$ cat config.mk
export PLATFORM = sky130hd
export DESIGN_NAME = mem_port_ctrl
export DESIGN_NICKNAME = d
export VERILOG_FILES = /design/src/rtl/mem_port_ctrl.sv
export SDC_FILE = /design/constraint.sdc
export NUM_CORES = 1
export LEC_CHECK = 0
export BUFFER_PORTS_ARGS = -buffer_cell sky130_fd_sc_hd__buf_4
export CAP_MARGIN = 0
export CORE_AREA = 3 3 199 201
export CTS_CLUSTER_SIZE = 20
export DETAILED_ROUTE_END_ITERATION = 8
export DIE_AREA = 0 0 202 204
export PLACE_DENSITY_LB_ADDON = 0.08
export SLEW_MARGIN = 20
export SYNTH_ARGS = -nofsm -noshare
export SYNTH_HDL_FRONTEND = slang
export SYNTH_SLANG_ARGS = --single-unit
export TNS_END_PERCENT = 30
$ cat constraint.sdc
create_clock -name i_clk -period 3.4 [get_ports i_clk]
set_clock_uncertainty 0.2 [all_clocks]
set_input_delay 0.34 -clock i_clk [delete_from_list [all_inputs] [get_ports i_clk]]
set_output_delay 0.34 -clock i_clk [all_outputs]
set_load 0.005 [all_outputs]
$ cat src/rtl/mem_port_ctrl.sv
// Shares block memory: round-robin read arbitration into a 1-deep response buffer, block writes serialized to FETCH beats.
// Read grant->rsp_valid 1 cycle; response held while !i_rsp_ready; reads stall during a write burst; o_wr_ready low in BURST.
module mem_port_ctrl #(
    parameter int NUM_REQ = 4,
    parameter int ID_W    = 2,
    parameter int ADDR_W  = 12,
    parameter int SIZE    = 32,
    parameter int FETCH   = 4,
    parameter int STRIDE  = 32
) (
    input  logic                              i_clk,
    input  logic                              i_rst_n,
    input  logic [NUM_REQ-1:0]                i_rd_req,
    input  logic [NUM_REQ-1:0][ADDR_W-1:0]    i_rd_addr,
    output logic [NUM_REQ-1:0]                o_rd_gnt,
    output logic                              o_rsp_valid,
    output logic [ID_W-1:0]                   o_rsp_id,
    output logic [FETCH-1:0][SIZE-1:0]        o_rsp_data,
    input  logic                              i_rsp_ready,
    input  logic                              i_wr_valid,
    input  logic [ADDR_W-1:0]                 i_wr_addr,
    input  logic [FETCH-1:0][SIZE-1:0]        i_wr_data,
    output logic                              o_wr_ready,
    output logic [ADDR_W-1:0]                 o_mem_addr_r,
    input  logic [FETCH-1:0][SIZE-1:0]        i_mem_data,
    output logic [ADDR_W-1:0]                 o_mem_addr_w,
    output logic [SIZE-1:0]                   o_mem_data_w,
    output logic                              o_mem_wr_en
);

    localparam int K_W = (FETCH > 1) ? $clog2(FETCH) : 1;

    typedef enum logic {IDLE, BURST} wr_state_t;

    wr_state_t                  state_q;
    logic [K_W-1:0]             beat_q;
    logic [FETCH-1:0][SIZE-1:0] blk_q;
    logic [ADDR_W-1:0]          addr_w_q;
    logic                       wr_en_q;

    logic                       rsp_vld_q, rsp_vld_d;
    logic [ID_W-1:0]            rsp_id_q, rsp_id_d;
    logic [FETCH-1:0][SIZE-1:0] rsp_dat_q, rsp_dat_d;
    logic [ID_W-1:0]            ptr_q, ptr_d;
    logic [ADDR_W-1:0]          addr_r_q, addr_r_d;

    logic                       hit;
    logic                       gnt_en;
    logic [ID_W-1:0]            win;
    logic [ID_W-1:0]            cand;

    // Write burst: element FETCH-1 lands at base, so blk_q shifts toward the top each beat.
    always_ff @(posedge i_clk or negedge i_rst_n) begin
        if (!i_rst_n) begin
            state_q  <= IDLE;
            beat_q   <= '0;
            blk_q    <= '0;
            addr_w_q <= '0;
            wr_en_q  <= 1'b0;
        end else begin
            case (state_q)
                IDLE: begin
                    if (i_wr_valid) begin
                        state_q  <= BURST;
                        beat_q   <= '0;
                        blk_q    <= i_wr_data;
                        addr_w_q <= i_wr_addr;
                        wr_en_q  <= 1'b1;
                    end
                end
                BURST: begin
                    blk_q    <= blk_q << SIZE;
                    addr_w_q <= addr_w_q + ADDR_W'(STRIDE);
                    beat_q   <= beat_q + 1'b1;
                    if (beat_q == K_W'(FETCH - 1)) begin
                        state_q <= IDLE;
                        wr_en_q <= 1'b0;
                    end
                end
                default: state_q <= IDLE;
            endcase
        end
    end

    assign o_wr_ready   = (state_q == IDLE);
    assign o_mem_wr_en  = wr_en_q;
    assign o_mem_addr_w = addr_w_q;
    assign o_mem_data_w = blk_q[FETCH-1];

    // Search starts one past the last winner, wrapping, so every requester is served in turn.
    always_comb begin
        hit  = 1'b0;
        win  = ptr_q;
        cand = '0;
        for (int i = 1; i <= NUM_REQ; i++) begin
            cand = ID_W'((int'(ptr_q) + i) % NUM_REQ);
            if (!hit && i_rd_req[cand]) begin
                hit = 1'b1;
                win = cand;
            end
        end
    end

    assign gnt_en       = (state_q == IDLE) && (!rsp_vld_q || i_rsp_ready) && hit;
    assign o_rd_gnt     = gnt_en ? (NUM_REQ'(1) << win) : '0;
    assign o_mem_addr_r = gnt_en ? i_rd_addr[win] : addr_r_q;

    always_comb begin
        rsp_vld_d = rsp_vld_q;
        rsp_id_d  = rsp_id_q;
        rsp_dat_d = rsp_dat_q;
        ptr_d     = ptr_q;
        addr_r_d  = addr_r_q;
        if (gnt_en) begin
            rsp_vld_d = 1'b1;
            rsp_id_d  = win;
            rsp_dat_d = i_mem_data;
            ptr_d     = win;
            addr_r_d  = i_rd_addr[win];
        end else if (i_rsp_ready) begin
            rsp_vld_d = 1'b0;
        end
    end

    always_ff @(posedge i_clk or negedge i_rst_n) begin
        if (!i_rst_n) begin
            rsp_vld_q <= 1'b0;
            rsp_id_q  <= '0;
            rsp_dat_q <= '0;
            ptr_q     <= ID_W'(NUM_REQ - 1);
            addr_r_q  <= '0;
        end else begin
            rsp_vld_q <= rsp_vld_d;
            rsp_id_q  <= rsp_id_d;
            rsp_dat_q <= rsp_dat_d;
            ptr_q     <= ptr_d;
            addr_r_q  <= addr_r_d;
        end
    end

    assign o_rsp_valid = rsp_vld_q;
    assign o_rsp_id    = rsp_id_q;
    assign o_rsp_data  = rsp_dat_q;

endmodule
======== Word-level counts from Yosys, hierarchy flattened ========
Cells that the tools add are included.
operators by class
  shift operators ......................... 1
  bitwise logic cells ..................... 1
  order comparisons ....................... 5
  multiplexer cells ....................... 34
  reduce and logical (&&, ||, !) cells .... 12
  add/subtract/negate cells ............... 6
  equality and inequality tests ........... 3
operators with widths
  cell                                                 count
  one-hot mux 128 bit (2 select lines)                 1
  two-way mux 128 bit                                  1
  two-way mux 12 bit                                   3
  binary-select mux 12 bit (select 2 bit)              1
  one-hot mux 12 bit (2 select lines)                  1
  < comparator 2 x 3 -> 1 bit (second input constant)  5
  two-way mux 1 bit                                    14
  adder 12 x 6 -> 12 bit (second input constant)       1
  two-way mux 2 bit                                    5
  binary-select mux 1 bit (select 2 bit)               4
  adder 2 x 1 -> 2 bit (second input constant)         3
  logical AND 1 bit                                    5
  adder 2 bit (second input constant)                  2
  zero test 1 bit                                      4
  two-way mux 4 bit                                    1
  one-hot mux 1 bit (2 select lines)                   2
  one-hot mux 2 bit (2 select lines)                   1
  left shift 1 x 2 -> 4 bit (first input constant)     1
  == test 2 bit (second input constant)                1
  != test 2 x 1 -> 1 bit (second input constant)       1
  != test 2 bit (second input constant)                1
  AND reduction 2 bit                                  1
  nonzero test 2 bit                                   1
  logical OR 1 bit                                     1
  NOT 1 bit                                            1
storage, ports and cells
  flip-flop bits (word level) ............. 289
  word-level logic and storage cells ...... 78
  bits of input ports ..................... 324

======== Depth between registers and ports, before layout ========
Gate-level depths: netlist of run 1.
  word-level depth ........................ 16
  gate-level depth with buffers ........... 8
  mapped depth without buffers ............ 5

======== Least setup slack after synthesis of run 1 ========
No wires, ideal clock.
  path kind ............................... register to output
  start ................................... register ptr_q[1]
  end ..................................... output port o_mem_addr_r[7]
  setup slack ............................. 0.841 ns
  buffers on the path ..................... 2
  stages on the path, launching flop included .. 8
  arrival ................................. 2.019 ns
  cell sequence ........................... dfstp_2 buf_6 nand2b_2 a21oi_4 nor3_4 buf_8 mux2_1 a221o_1
between the ends
  word-level cells in the longest chain between the ends .. 16
  elaborated cells on any way between the ends .. 30
  those cells by class .................... 4 x add/sub; 19 x mux; 7 x reduce/logical
ends and longest elaborated chain
  item                                      line  text
  start, declared                           44    logic [ID_W-1:0] ptr_q, ptr_d;
  start signal, assigned                    130   ptr_q <= ID_W'(NUM_REQ - 1);
  start signal, assigned                    136   ptr_q <= ptr_d;
  adder 2 x 1 -> 2 bit                      96    cand = ID_W'((int'(ptr_q) + i) % NUM_REQ);
  binary-select mux 1 bit (select 2 bit)    97    if (!hit && i_rd_req[cand]) begin
  two-way mux 1 bit (not written as such)   97
  two-way mux 1 bit                         97
  zero test 1 bit                           97
  logical AND 1 bit                         97
  two-way mux 1 bit                         97
  zero test 1 bit                           97
  logical AND 1 bit                         97
  two-way mux 1 bit                         97
  zero test 1 bit                           97
  logical AND 1 bit                         97
  two-way mux 2 bit                         97
  binary-select mux 12 bit (select 2 bit)   106   assign o_mem_addr_r = gnt_en ? i_rd_addr[win] : addr_r_q;
  two-way mux 12 bit (not written as such)  106
  two-way mux 12 bit (*)                    -
  end, declared                             24    output logic [ADDR_W-1:0] o_mem_addr_r,
Mark *: on every way between the ends. The rest lies on a longest branch, timed or not. The select of a mux whose other input is x is not followed.

======== Final worst setup path of run 1 ========
  start ................................... register ptr_q[1]
  end ..................................... output port o_mem_addr_r[0]
Same word-level chain as after synthesis.

==> reports/qor.txt, run 1 <==
Register clock-pin slew on the reported worst setup and hold paths -> 0.06 ns
Placement Rows -> 71
Vias in the first global route -> 12,211
Count of pins over their slew limit -> 0
Violation count after the first detailed-route iteration -> 513
Via count -> 11,388
Vertical die dimension -> 204 microns
Final ANT Viol Nets -> 0
Mean area per synthesized cell -> 9.86 sq um
Worst ir drop on vdd -> 398 uV
End point of the critical path -> o_mem_addr_r[0]
Kind of start point of the critical path -> register
Placed wire-length estimate -> 30,700 microns
#FFs+latches synth -> 289
Num CTS Buffers -> 35
Top FF cell, synth -> sky130_fd_sc_hd__dfrtp_1
Post-CTS setup buffer count -> 0
Full die area -> 41,200 sq um
Final period util -> 0.952
Final sum of negative setup slack -> 0 ns
Run status -> finished clean
DRC viols -> 0
Global-route congestion overflow total -> 0
Power per cell area -> 735 nW/um^2
Yosys warns -> 0
Antenna violations before repair -> 3
Number of buffers on the longest clock path -> 3
Maximum number of pins on one net before global-route repair -> 127
Worst min path class -> in -> reg
R2R cell count -> 7
Initial core utilization -> 0.335
Required @ worst endpoint -> 2.86 ns
Gr usage total -> 0.209
Worst reg2reg endpoint -> addr_r_q[2]
Total of buffers placed on input and output ports -> 516
Leading cell types in the layout, fill and taps excluded -> 528 x sky130_fd_sc_hd__buf_4, 490 x sky130_fd_sc_hd__nand2_1, 286 x sky130_fd_sc_hd__dfrtp_1
Post-synthesis cell count -> 1,282
Clock latency reported for the late side of the worst-skew pair -> 0.50 ns
Average routed wire per standard cell -> 17.2 microns
# H-tree levels -> 2
Wire length of the first global-routing pass -> 69,000 microns
Setup WS post-layout -> 0.164 ns
Number of nets in the layout -> 2,344
Die width -> 202 microns
Total routed wirelength -> 43,900 microns
Reg2reg setup slack -> 0.51 ns
Syn_nets -> 1,608
Crit path time final -> 3.24 ns
Count of flip-flops with a built-in enable after synthesis -> 0
Endpoint type of the worst setup path -> primary output
Worst-path fanout max -> 23
RR Startpoint -> ptr_q[1]
CP Class -> reg -> out
Number of I/O pins -> 517
Most common cell after layout, fill and taps aside -> sky130_fd_sc_hd__buf_4
Setup violations, final -> 0
Worst setup path startpoint -> ptr_q[1]
Share of post-route cells with drive strength above 1 -> 0.301
Data arrival time of the worst path -> 2.70 ns
Placer's final routability congestion estimate -> 0.817
Max-cap violations -> 0
Number of distinct library cell variants in the gate-level netlist after synthesis -> 45
Via density per instance -> 4.46
Clock tree sinks -> 289
CTS tree -> yes
Reported leakage power -> 0.0106 uW
Highest clock frequency the design can meet -> 309 MHz
Fin. Hold Viols -> 0
Setup repair after global routing missed its margin -> no
Actual slew at the worst max-slew pin -> 1.01 ns
Async S/R FF share, synth -> 1.00
Count of cells along the worst hold path -> 3
Post-Synthesis Cell Area -> 12,600 sq um
Worst setup slack before clock tree synthesis -> 0.541 ns
Sequential fraction of the synthesis area -> 0.572
Placeable core region -> 37,800 sq um
Slew Limit Headroom -> 0.323
Number of optimization iterations in the first detailed-route pass -> 6
Area growth from synthesis to layout -> 63.6%
Buffer cell driving the clock tree root -> sky130_fd_sc_hd__clkbuf_16
## registers in the layout (all words and copies together), names as in the netlist
signal,flops
o_rsp_data,128
o_rsp_valid,1
o_mem_addr_w,12
addr_r_q,12
o_mem_data_w,32
o_rsp_id,2
blk_q,96
ptr_q,2
beat_q,2
o_mem_wr_en,1
state_q,1
## critical path, stage by stage (launching register included)
cell                       delay [ns]
sky130_fd_sc_hd__dfstp_2         0.61
sky130_fd_sc_hd__nand2b_2        0.18
sky130_fd_sc_hd__a21oi_4         0.08
sky130_fd_sc_hd__nor3_4          0.19
sky130_fd_sc_hd__buf_8           0.24
sky130_fd_sc_hd__mux2_2          0.37
sky130_fd_sc_hd__a221o_1         0.35
sky130_fd_sc_hd__buf_4           0.15
## report_power, final
part	total (uW)	internal, uW	switching (uW)
combinational	5720	2910	2810
clock	3780	2360	1420
sequential	5700	4880	827
total	15200	10100	5060
## how the worst min path moves through the flow
stage / to / slack (ns) / startpoint
after floorplan: addr_r_q[0] / -0.16 / i_rst_n
after global placement: blk_q[67] / 0.26 / i_rst_n
after detailed placement: blk_q[67] / 0.25 / i_rst_n
after CTS: addr_r_q[5] / 0.002 / i_rd_addr[29]
after global routing: addr_r_q[5] / 0.02 / i_rd_addr[29]
final: addr_r_q[7] / 0.03 / i_rd_addr[31]
## logic make-up (layout without fill, tap and decap cells)
family | count (synthesis) | in the layout | share of synthesized area
other | 0 | 3 | 0
buffers and inverters | 115 | 870 | 0.0502
adder cells (fa/ha/maj) | 2 | 2 | 0.00198
XOR/XNOR | 5 | 5 | 0.00346
AO/OA/AOI/OAI | 140 | 140 | 0.0660
multiplexers | 156 | 156 | 0.126
AND/OR/NAND/NOR | 575 | 575 | 0.180
flip-flops | 289 | 289 | 0.572
## metrics by stage
stage                     instances   util  area, sq um  power, uW  hold slack [ns]
final                          2551  0.548        20700      15200           0.0307
after global placement         2218  0.444        16800      11100            0.257
after detailed placement       2218  0.444        16800      11200            0.254
after CTS                      2548  0.547        20700      15400          0.00194
after floorplan                1282      -        12600       8460           -0.156
after global routing           2551  0.548        20700      16300           0.0172
## routing by layer
metal,wire [microns],vias to the layer above,GRT usage,part of all wire
li1,-,5639,-,-
met1,18300,5298,0.264,0.42
met4,1260,0,0.0620,0.029
met5,0,-,0,0
met3,2710,74,0.0476,0.062
met2,21700,377,0.361,0.49
## cells in the mapped netlist, types with 5 or more instances
cell type | count | share of area
sky130_fd_sc_hd__a21oi_1 | 13 | 0.0051
sky130_fd_sc_hd__a221o_1 | 12 | 0.0095
sky130_fd_sc_hd__buf_1 | 13 | 0.0039
sky130_fd_sc_hd__buf_2 | 27 | 0.011
sky130_fd_sc_hd__buf_4 | 32 | 0.019
sky130_fd_sc_hd__buf_6 | 5 | 0.0045
sky130_fd_sc_hd__clkbuf_1 | 34 | 0.010
sky130_fd_sc_hd__dfrtp_1 | 287 | 0.57
sky130_fd_sc_hd__mux2_2 | 12 | 0.011
sky130_fd_sc_hd__mux2i_1 | 139 | 0.11
sky130_fd_sc_hd__nand2_1 | 490 | 0.15
sky130_fd_sc_hd__nand3_1 | 19 | 0.0075
sky130_fd_sc_hd__nor2_1 | 40 | 0.012
sky130_fd_sc_hd__nor2b_1 | 6 | 0.0030
sky130_fd_sc_hd__o21ai_0 | 99 | 0.039
## timing repair
action,4_1_cts,5_1_grt
setup endpoints to repair,0,11
endpoints found under the hold margin,357,0
gates resized for setup,0,2
hold buffers,274,0
## area by class of cell
cell class,count,area (sq um)
fillers,3425,17100
diodes,3,7.51
repair buffers,811,6860
clock inverters,7,135
clock buffers,49,1010
multi-input cells,878,4790
well taps,511,639
flip-flops and latches,289,7240
inverters,3,11.3
Note: power is estimated with default switching activity, not from simulation.
==> run 2, diff against run 1 <==
--- a/config.mk
+++ b/config.mk
@@ -8,6 +8,7 @@
 export BUFFER_PORTS_ARGS = -buffer_cell sky130_fd_sc_hd__buf_4
 export CAP_MARGIN = 0
 export CORE_AREA = 3 3 199 201
+export CTS_BUF_LIST = sky130_fd_sc_hd__clkbuf_4 sky130_fd_sc_hd__clkbuf_8
 export CTS_CLUSTER_SIZE = 20
 export DETAILED_ROUTE_END_ITERATION = 8
 export DIE_AREA = 0 0 202 204
==> reports/qor.txt, run 2 (synthesized netlist as in run 1, its figures left out) <==
Vias in the first global route -> 12,748 (was 12,211)
Highest clock frequency the design can meet -> 303 MHz (was 309 MHz)
Slew Limit Headroom -> 0.339 (was 0.323)
Placeable core region -> 37,800 sq um (unchanged)
Die width -> 202 microns (unchanged)
Actual slew at the worst max-slew pin -> 0.991 ns (was 1.01 ns)
Number of optimization iterations in the first detailed-route pass -> 4 (was 6)
Number of flip-flops in the largest register -> 128 (unchanged)
Clock tree sinks -> 289 (unchanged)
Vertical die dimension -> 204 microns (unchanged)
Most frequent CP cell -> sky130_fd_sc_hd__buf_4
Violation count after the first detailed-route iteration -> 484 (was 513)
Number of nets in the layout -> 2,388 (was 2,344)
Setup repair after global routing missed its margin -> yes (was no)
Run status -> finished clean (unchanged)
Max-cap violations -> 0 (unchanged)
Via count -> 11,734 (was 11,388)
Worst min path class -> in -> async (was in -> reg)
Buffer cell driving the clock tree root -> sky130_fd_sc_hd__clkbuf_8 (was sky130_fd_sc_hd__clkbuf_16)
Total routed wirelength -> 45,400 microns (was 43,900 microns)
Via density per instance -> 4.49 (was 4.46)
CTS tree -> yes (unchanged)
Crit path time final -> 3.31 ns (was 3.24 ns)
Setup violations, final -> 0 (unchanged)
Cells along the critical path -> dlygate4sd3_1 -> buf_4 -> or4_4 -> and3_4 -> and2_1 -> a221o_1 -> buf_4 (was nand2b_2 -> a21oi_4 -> nor3_4 -> buf_8 -> mux2_2 -> a221o_1 -> buf_4)
Leading cell types in the layout, fill and taps excluded -> 529 x sky130_fd_sc_hd__buf_4, 490 x sky130_fd_sc_hd__nand2_1, 297 x sky130_fd_sc_hd__dlygate4sd3_1 (was 528 x sky130_fd_sc_hd__buf_4, 490 x sky130_fd_sc_hd__nand2_1, 286 x sky130_fd_sc_hd__dfrtp_1)
Wire length of the first global-routing pass -> 70,900 microns (was 69,000 microns)
Endpoint type of the worst setup path -> primary output (unchanged)
Count of pins over their slew limit -> 0 (unchanged)
Placement Rows -> 71 (unchanged)
Global-route congestion overflow total -> 0 (unchanged)
Full die area -> 41,200 sq um (unchanged)
Number of buffers on the longest clock path -> 3 (unchanged)
DRC viols -> 0 (unchanged)
Kind of start point of the critical path -> primary input (was register)
Reported leakage power -> 0.0108 uW (was 0.0106 uW)
Fin. Hold Viols -> 0 (unchanged)
Biggest cell delay along the critical path -> 0.55 ns (was 0.61 ns)
Register clock-pin slew on the reported worst setup and hold paths -> 0.06 ns (about the same)
Data arrival time of the worst path -> 2.77 ns (was 2.70 ns)
Worst-path fanout max -> 58 (was 23)
Initial core utilization -> 0.335 (unchanged)
Placer's final routability congestion estimate -> 0.817 (unchanged)
Required @ worst endpoint -> 2.86 ns (about the same)
Num CTS Buffers -> 53 (was 35)
Clock latency reported for the late side of the worst-skew pair -> 0.61 ns (was 0.50 ns)
Area growth from synthesis to layout -> 65.8% (was 63.6%)
Number of I/O pins -> 517 (unchanged)
CP Class -> in -> out (was reg -> out)
Placed cell count -> 2,218 (unchanged)
Total of buffers placed on input and output ports -> 516 (unchanged)
Number of cells in the finished layout apart from fillers -> 2,615 (was 2,551)
Antenna violations before repair -> 4 (was 3)
Gr usage total -> 0.216 (was 0.209)
Average routed wire per standard cell -> 17.4 microns (was 17.2 microns)
Power per cell area -> 725 nW/um^2 (was 735 nW/um^2)
Most common cell after layout, fill and taps aside -> sky130_fd_sc_hd__buf_4 (unchanged)
Slowest stage cell, crit path -> sky130_fd_sc_hd__dlygate4sd3_1 (was sky130_fd_sc_hd__dfstp_2)
Placed wire-length estimate -> 30,700 microns (unchanged)
Final hold slack -> 0.175 ns (was 0.0307 ns)
# H-tree levels -> 2 (unchanged)
Share of post-route cells with drive strength above 1 -> 0.316 (was 0.301)
Maximum number of pins on one net before global-route repair -> 127 (unchanged)
Worst ir drop on vdd -> 434 uV (was 398 uV)
Final period util -> 0.972 (was 0.952)
Final ANT Viol Nets -> 0 (unchanged)
## run 2: cell count changes in the layout (fill, tap and decap cells not counted), moves of 3 or more
| cell | delta |
|---|---|
| sky130_fd_sc_hd__bufinv_16 | -3 |
| sky130_fd_sc_hd__clkbuf_1 | -8 |
| sky130_fd_sc_hd__clkbuf_16 | -36 |
| sky130_fd_sc_hd__clkbuf_4 | +20 |
| sky130_fd_sc_hd__clkbuf_8 | +63 |
| sky130_fd_sc_hd__dlygate4sd3_1 | +23 |
## run 2: path summary, 6_finish.rpt
check                                    start         endpoint  slack, ns  cells after the start
worst max-delay path               i_rd_req[2]  o_mem_addr_r[1]       0.09                      7
worst min-delay path                   i_rst_n        blk_q[67]       0.17                      2
worst max register to register        ptr_q[1]      addr_r_q[1]       0.49                      7
worst min register to register  o_rsp_data[27]   o_rsp_data[27]       0.27                      2
max in group asynchronous              i_rst_n   o_rsp_data[71]       1.94                      3
min in group i_clk              i_mem_data[31]   o_rsp_data[31]       0.26                      4
## run 2: repair_timing
action	in CTS	in global routing
setup buffers	0	2
resized for setup	4	2
pin swaps	0	2
cloned	0	1
endpoints found under the hold margin	372	0
endpoints found under the setup margin	12	10
hold buffers	297	0
## run 2: worst max-delay path: cells and delay by family
family	cells	cell delay [ns]
compound gates	1	0.36
buf+inv	3	0.86
simple gates	3	1.18
## run 2: area by class of cell
| cell class | instances | area [sq um] |
|---|---|---|
| diodes | 4 | 10.0 |
| clock buffers | 87 | 1070 |
| clock inverters | 6 | 57.6 |
| fillers | 3407 | 16800 |
| inverters | 3 | 11.3 |
| multi-input cells | 878 | 4800 |
| flip-flops and latches | 289 | 7240 |
| well taps | 511 | 639 |
| repair buffers | 837 | 7130 |
## run 2: through the flow
stage | util | instance area [sq um] | TNS [ns] | setup WS (ns) | total power (uW)
6_report | 0.555 | 21000 | 0 | 0.0949 | 15200
5_1_grt | 0.555 | 21000 | -0.0191 | -0.0138 | 16300
4_1_cts | 0.554 | 20900 | 0 | 0.0135 | 15300
3_5_place_dp | 0.444 | 16800 | 0 | 0.541 | 11200
3_3_place_gp | 0.444 | 16800 | 0 | 0.572 | 11100
2_1_floorplan | - | 12600 | 0 | 0.841 | 8460
## run 2: per-layer routing
| metal | vias to the layer above | GRT usage | wire length, microns |
|---|---|---|---|
| met3 | 102 | 0.0538 | 2970 |
| li1 | 5736 | - | - |
| met1 | 5491 | 0.263 | 18300 |
| met5 | - | 0 | 0 |
| met2 | 405 | 0.368 | 22400 |
| met4 | 0 | 0.0870 | 1720 |
## run 2: report_power, final
part           switching, uW  internal (uW)
registers                827           4880
logic                   2900           3070
clock network           1470           2050
total                   5200          10000
